`config.mk`:
```
export PLATFORM = sky130hd
export DESIGN_NAME = data_sram_axi_resp
export DESIGN_NICKNAME = d
export VERILOG_FILES = /design/src/rtl/data_sram_axi_resp_pkg.sv /design/src/rtl/data_sram_axi_resp_aw_w_issue.sv /design/src/rtl/data_sram_axi_resp.sv
export SDC_FILE = /design/constraint.sdc
export NUM_CORES = 1
export LEC_CHECK = 0
export CAP_MARGIN = 20
export CORE_MARGIN = 4
export CORE_UTILIZATION = 33
export CTS_CLUSTER_SIZE = 28
export DETAILED_ROUTE_END_ITERATION = 10
export GPL_TIMING_DRIVEN = 0
export PLACE_DENSITY = 0.77
export SLEW_MARGIN = 30
export SYNTH_ARGS = -nofsm -noshare
export SYNTH_HDL_FRONTEND = slang
export SYNTH_HIERARCHICAL = 1
export SYNTH_SLANG_ARGS = --single-unit
```
`constraint.sdc`:
```
create_clock -name clk -period 1.5 [get_ports clk]
set_input_delay 0.225 -clock clk [delete_from_list [all_inputs] [get_ports clk]]
set_output_delay 0.225 -clock clk [all_outputs]
set_load 0.01 [all_outputs]
```
`src/rtl/data_sram_axi_resp_pkg.sv`:
```
// Shared types and AXI constants for the data-SRAM-to-AXI responder.
package data_sram_axi_resp_pkg;

   typedef enum logic [2:0] {
      StIdle,
      StRdAddr,
      StRdData,
      StWrReq,
      StWrResp,
      StDone
   } state_e;

   localparam logic [2:0] AXI_SIZE_WORD  = 3'b010;
   localparam logic [1:0] AXI_BURST_INCR = 2'b01;
   localparam logic [7:0] AXI_LEN_SINGLE = 8'd0;

   // The bus always moves whole words; byte lanes are chosen by the strobes.
   function automatic logic [31:0] word_align(input logic [31:0] addr);
      return addr & 32'hffff_fffc;
   endfunction

endpackage

```
`src/rtl/data_sram_axi_resp_aw_w_issue.sv`:
```
// Drives AWVALID/WVALID for one single-beat write and tracks which
// handshakes have completed, so the two channels may finish in any order.
module data_sram_axi_resp_aw_w_issue (
   input  logic clk,
   input  logic resetn,
   input  logic start,
   input  logic awready,
   input  logic wready,
   output logic awvalid,
   output logic wvalid,
   output logic done
);

   logic awvalid_q, awvalid_d;
   logic wvalid_q, wvalid_d;
   logic aw_done_q, aw_done_d;
   logic w_done_q, w_done_d;
   logic aw_hs, w_hs;

   assign aw_hs = awvalid_q & awready;
   assign w_hs  = wvalid_q & wready;

   // Both channels finished, counting handshakes that complete this cycle.
   assign done = (aw_done_q | aw_hs) & (w_done_q | w_hs);

   assign awvalid = awvalid_q;
   assign wvalid  = wvalid_q;

   // Next-state: raise both valids on start, drop each on its own handshake.
   always_comb begin
      awvalid_d = awvalid_q;
      wvalid_d  = wvalid_q;
      aw_done_d = aw_done_q;
      w_done_d  = w_done_q;
      if (start) begin
         awvalid_d = 1'b1;
         wvalid_d  = 1'b1;
         aw_done_d = 1'b0;
         w_done_d  = 1'b0;
      end else begin
         if (aw_hs) begin
            awvalid_d = 1'b0;
            aw_done_d = 1'b1;
         end
         if (w_hs) begin
            wvalid_d = 1'b0;
            w_done_d = 1'b1;
         end
      end
   end

   // Channel state registers with synchronous reset.
   always_ff @(posedge clk) begin
      if (!resetn) begin
         awvalid_q <= 1'b0;
         wvalid_q  <= 1'b0;
         aw_done_q <= 1'b0;
         w_done_q  <= 1'b0;
      end else begin
         awvalid_q <= awvalid_d;
         wvalid_q  <= wvalid_d;
         aw_done_q <= aw_done_d;
         w_done_q  <= w_done_d;
      end
   end

endmodule

```
`src/rtl/data_sram_axi_resp.sv`:
```
// Turns the core's data-SRAM request into a single-beat AXI transaction and
// stalls the pipeline while it is outstanding.
// Build option: DATA_SRAM_POSTED_WR_EN makes stores complete after AW/W and
// waits for B in the background; the next request waits for that B.
module data_sram_axi_resp
   import data_sram_axi_resp_pkg::*;
#(
   parameter logic [3:0] AXI_ID = 4'd1
) (
   input  logic        clk,
   input  logic        resetn,
   input  logic        data_sram_en,
   input  logic [3:0]  data_sram_wen,
   input  logic [31:0] data_sram_addr,
   input  logic [31:0] data_sram_wdata,
   output logic [31:0] data_sram_rdata,
   output logic        stallreq,
   output logic [3:0]  arid,
   output logic [31:0] araddr,
   output logic [7:0]  arlen,
   output logic [2:0]  arsize,
   output logic [1:0]  arburst,
   output logic        arvalid,
   input  logic        arready,
   input  logic [31:0] rdata,
   input  logic        rvalid,
   output logic        rready,
   output logic [3:0]  awid,
   output logic [31:0] awaddr,
   output logic [7:0]  awlen,
   output logic [2:0]  awsize,
   output logic [1:0]  awburst,
   output logic        awvalid,
   input  logic        awready,
   output logic [31:0] wdata,
   output logic [3:0]  wstrb,
   output logic        wvalid,
   output logic        wlast,
   input  logic        wready,
   input  logic        bvalid,
   output logic        bready
);

   state_e      state_q, state_d;
   logic        arvalid_q, arvalid_d;
   logic [31:0] addr_q, addr_d;
   logic [3:0]  wen_q, wen_d;
   logic [31:0] wdata_q, wdata_d;
   logic [31:0] rdata_q, rdata_d;
   logic        wr_start;
   logic        wr_done;
   logic        issue_ok;

   data_sram_axi_resp_aw_w_issue u_aw_w_issue (
      .clk     (clk),
      .resetn  (resetn),
      .start   (wr_start),
      .awready (awready),
      .wready  (wready),
      .awvalid (awvalid),
      .wvalid  (wvalid),
      .done    (wr_done)
   );

`ifdef DATA_SRAM_POSTED_WR_EN
   logic b_pending_q, b_pending_d;

   assign issue_ok = !b_pending_q;
   assign bready   = b_pending_q;

   // Track the one store whose B response is still in flight.
   always_comb begin
      b_pending_d = b_pending_q;
      if (state_q == StWrReq && wr_done) begin
         b_pending_d = 1'b1;
      end else if (bvalid) begin
         b_pending_d = 1'b0;
      end
   end

   // Posted-write flag register.
   always_ff @(posedge clk) begin
      if (!resetn) begin
         b_pending_q <= 1'b0;
      end else begin
         b_pending_q <= b_pending_d;
      end
   end
`else
   assign issue_ok = 1'b1;
   assign bready   = (state_q == StWrResp);
`endif

   assign stallreq = ((state_q != StIdle) && (state_q != StDone)) ||
                     ((state_q == StIdle) && data_sram_en);

   assign data_sram_rdata = rdata_q;
   assign rready          = (state_q == StRdData);

   assign arid    = AXI_ID;
   assign araddr  = addr_q;
   assign arlen   = AXI_LEN_SINGLE;
   assign arsize  = AXI_SIZE_WORD;
   assign arburst = AXI_BURST_INCR;
   assign arvalid = arvalid_q;

   assign awid    = AXI_ID;
   assign awaddr  = addr_q;
   assign awlen   = AXI_LEN_SINGLE;
   assign awsize  = AXI_SIZE_WORD;
   assign awburst = AXI_BURST_INCR;
   assign wdata   = wdata_q;
   assign wstrb   = wen_q;
   assign wlast   = 1'b1;

   // Next-state and datapath: latch the request in IDLE, walk the channels.
   always_comb begin
      state_d   = state_q;
      arvalid_d = arvalid_q;
      addr_d    = addr_q;
      wen_d     = wen_q;
      wdata_d   = wdata_q;
      rdata_d   = rdata_q;
      wr_start  = 1'b0;
      unique case (state_q)
         StIdle: begin
            if (data_sram_en && issue_ok) begin
               addr_d  = word_align(data_sram_addr);
               wen_d   = data_sram_wen;
               wdata_d = data_sram_wdata;
               if (data_sram_wen == 4'b0000) begin
                  state_d   = StRdAddr;
                  arvalid_d = 1'b1;
               end else begin
                  state_d  = StWrReq;
                  wr_start = 1'b1;
               end
            end
         end
         StRdAddr: begin
            if (arready) begin
               arvalid_d = 1'b0;
               state_d   = StRdData;
            end
         end
         StRdData: begin
            if (rvalid) begin
               rdata_d = rdata;
               state_d = StDone;
            end
         end
         StWrReq: begin
            if (wr_done) begin
`ifdef DATA_SRAM_POSTED_WR_EN
               state_d = StDone;
`else
               state_d = StWrResp;
`endif
            end
         end
         StWrResp: begin
            if (bvalid) begin
               state_d = StDone;
            end
         end
         // The request still presented here is the one just served.
         StDone: begin
            state_d = StIdle;
         end
         default: begin
            state_d = StIdle;
         end
      endcase
   end

   // State and datapath registers with synchronous reset.
   always_ff @(posedge clk) begin
      if (!resetn) begin
         state_q   <= StIdle;
         arvalid_q <= 1'b0;
         addr_q    <= 32'h0;
         wen_q     <= 4'h0;
         wdata_q   <= 32'h0;
         rdata_q   <= 32'h0;
      end else begin
         state_q   <= state_d;
         arvalid_q <= arvalid_d;
         addr_q    <= addr_d;
         wen_q     <= wen_d;
         wdata_q   <= wdata_d;
         rdata_q   <= rdata_d;
      end
   end

endmodule
```
==> metrics.cfg <==
[global_route]
grt_max_degree=17
antenna_found_initial=0
grt-ovfl-total=0
grt_pass1_vias=3981
grt_first_pass_wirelength_um=20800
grtUsageTotal=0.178

[logic_synthesis]
synth-seq-cells=106
synth_top_area_frac=0.487
synthSimpleGateAreaFrac=0.210
synth-xor-area-share=0
syn_area_mm2=0.00435
yosys_warnings=6
yosys-top-cells-area=dfxtp_1 49%, nand2_1 17%, buf_4 13%
yosysUniqueCellTypes=31
synth_compound_area_frac=0.132
synth_adder_area_share=0
syn_avg_cell_area_um2=7.93
synth_edf_count=0
synthCells=549
synth_seq_area_share=0.487
synth_top_family_by_area=simple AND/OR/NAND/NOR gates
synthMuxAreaShare=0.00489
synth_most_common_cell=nand2_1
async_flop_share=0
ys.flop_type=dfxtp_1
synth_top_cell_by_area=dfxtp_1
synth_common_cells=197 x nand2_1, 106 x dfxtp_1, 103 x a21oi_1

[cts]
htree_levels=3
cts_buffers=9
cts_buffer_depth=2
cts_hold_buf=0
root_buffer=clkbuf_16
clkSinkCount=106
path_clk_slew_ps=70
cts_tree=yes
insertion_delay_ps=350

[timing]
final.setup.tns_ps=-2070
max_freq_mhz=610
maxSlewHeadroom=0.571
setup_viol=40
tightest_slew_ps=637
maxSlewViolCount=0
clock_skew_ps=5.53
hold_viol_final=0
setup_slack_ps=-140
grt_setup_unrepaired=yes
layout_min_cycle_time_ps=1640
whs_ps=409
fin_crit_sh=1.09

[drt]
vias=4404
routed_wirelength_um=14300
routed_via_density=4.31
m1WireLength_um=5640
ant_nets=0
wl_met3_um=1390
top_layer_used=met4
wl_met2_um=7050
first_pass_iters=4
drc_errors=0
drt_iter0_drc=197
routedWlPerCell_um=13.9

[placement]
dp_slack_ps=-663
dp_hpwl_um=10800
place.gp.congestion=0.767
io_buffers=239

[run_status]
violations=negative setup slack
status=finished, violations left

[final_layout]
diodes=0
utilization=0.605
final_nets=953
syn2layout_area_growth_pct=77.6
drive_gt1_frac=0.184

[die]
fp.coreArea_mm2=0.0128
initial_utilization=0.341
die_h_um=123
dieArea_mm2=0.0151
dieWidth_um=123
rows=41
io_pins=281

[worst_setup_path]
crit_start=state_q[2]$_SDFFE_PN0P_
r2r_slack_ps=-90
path_class=reg -> out
crit_path_end=stallreq
path_max_fanout=5
cp_data_arrival_time_ps=1410
rr_worst_depth=5
worstPathRequired_ps=1270
r2r_start=state_q[2]$_SDFFE_PN0P_
startpoint_type=flip-flop
worst_r2r_endpoint=u_aw_w_issue/aw_done_q$_SDFFE_PP0P_
worst_setup_path_end_kind=output port

[power_and_ir_drop]
ir_drop_mv=0.695
power_density_mw_per_mm2=1290
p_leak_uw=0.00395

[hold_path]
min_path_cells=3
hp-class=in -> reg

[run]
maxCapViolations=0

area by class of cell:
class | count | area, µm²
Multi-Input combinational cell | 373 | 1690
Fill cell | 1148 | 5040
Sequential cell | 106 | 2150
Clock buffer | 12 | 256
Buffer | 104 | 797
Clock inverter | 4 | 50.0
Tap cell | 172 | 215
Timing Repair Buffer | 250 | 2580
Inverter | 1 | 3.75
critical path: stages (launching register included):
cell and delay [ps]:
dfxtp_2 340, buf_6 130, nor3_4 200, a21oi_2 50, or2_4 230, buf_6 120
cells in the final DEF (no fill, tap or decap), types with 11 or more instances in the layout:
cell type        count
buf_6               11
dlymetal6s2s_1      43
buf_4               81
nand2_1            197
a21oi_1            101
conb_1              39
dfxtp_1             89
dfxtp_2             16
dlygate4sd2_1       38
clkdlybuf4s50_1    155
cell families (layout without fill, tap and decap cells):
logic type      after synthesis  in the layout
simple gates                222            222
compound gates              110            110
buf+inv                     107            371
flops                       106            106
other cells                   2             39
mux                           2              2
how the worst min path moves through the flow:
stage | slack (ps) | start | to
after floorplan | 340 | arready | arvalid$_SDFFE_PN0P_
after global placement | 440 | data_sram_rdata[5]$_SDFFE_PN0P_ | data_sram_rdata[5]$_SDFFE_PN0P_
after detailed placement | 450 | wdata[2]$_SDFFE_PN0P_ | wdata[2]$_SDFFE_PN0P_
after CTS | 390 | data_sram_addr[26] | araddr[26]$_SDFFE_PN0P_
after global routing | 410 | data_sram_addr[4] | araddr[4]$_SDFFE_PN0P_
final | 410 | data_sram_addr[26] | araddr[26]$_SDFFE_PN0P_
where the power goes:
group	leakage [µW]	total, µW	internal [µW]	switching, µW
sequential	0.000872	3540	3280	253
clock	0.000145	2440	1380	1050
combinational	0.00293	4030	2180	1850
flip-flops by register name (all words and copies together), names as in the netlist:
signal and cells:
arvalid 1, u_aw_w_issue/aw_done_q 1, wstrb 4, u_aw_w_issue/wvalid 1, data_sram_rdata 32, u_aw_w_issue/awvalid 1, u_aw_w_issue/w_done_q 1, wdata 32
araddr 30, state_q 3
repair_timing:
action	CTS	global route
endpoints found under the setup margin	156	142
cloned	0	2
pin swaps	1	2
gates resized for setup	97	72
setup buffers	7	2
per-stage QoR:
step                power (µW)  std cells  area [µm²]
finish                   10000       1022        7730
floorplan                 5480        586        4500
global placement          7300        997        7100
global route             10600       1022        7730
detailed placement        7340        997        7100
CTS                      10000       1019        7540
routing by layer:
layer,vias to the layer above,track usage
met3,14,0.0604
met4,0,0.0644
met2,169,0.305
met1,1972,0.207
met5,-,0
li1,2249,-
Note: power is estimated with default switching activity, not from simulation.
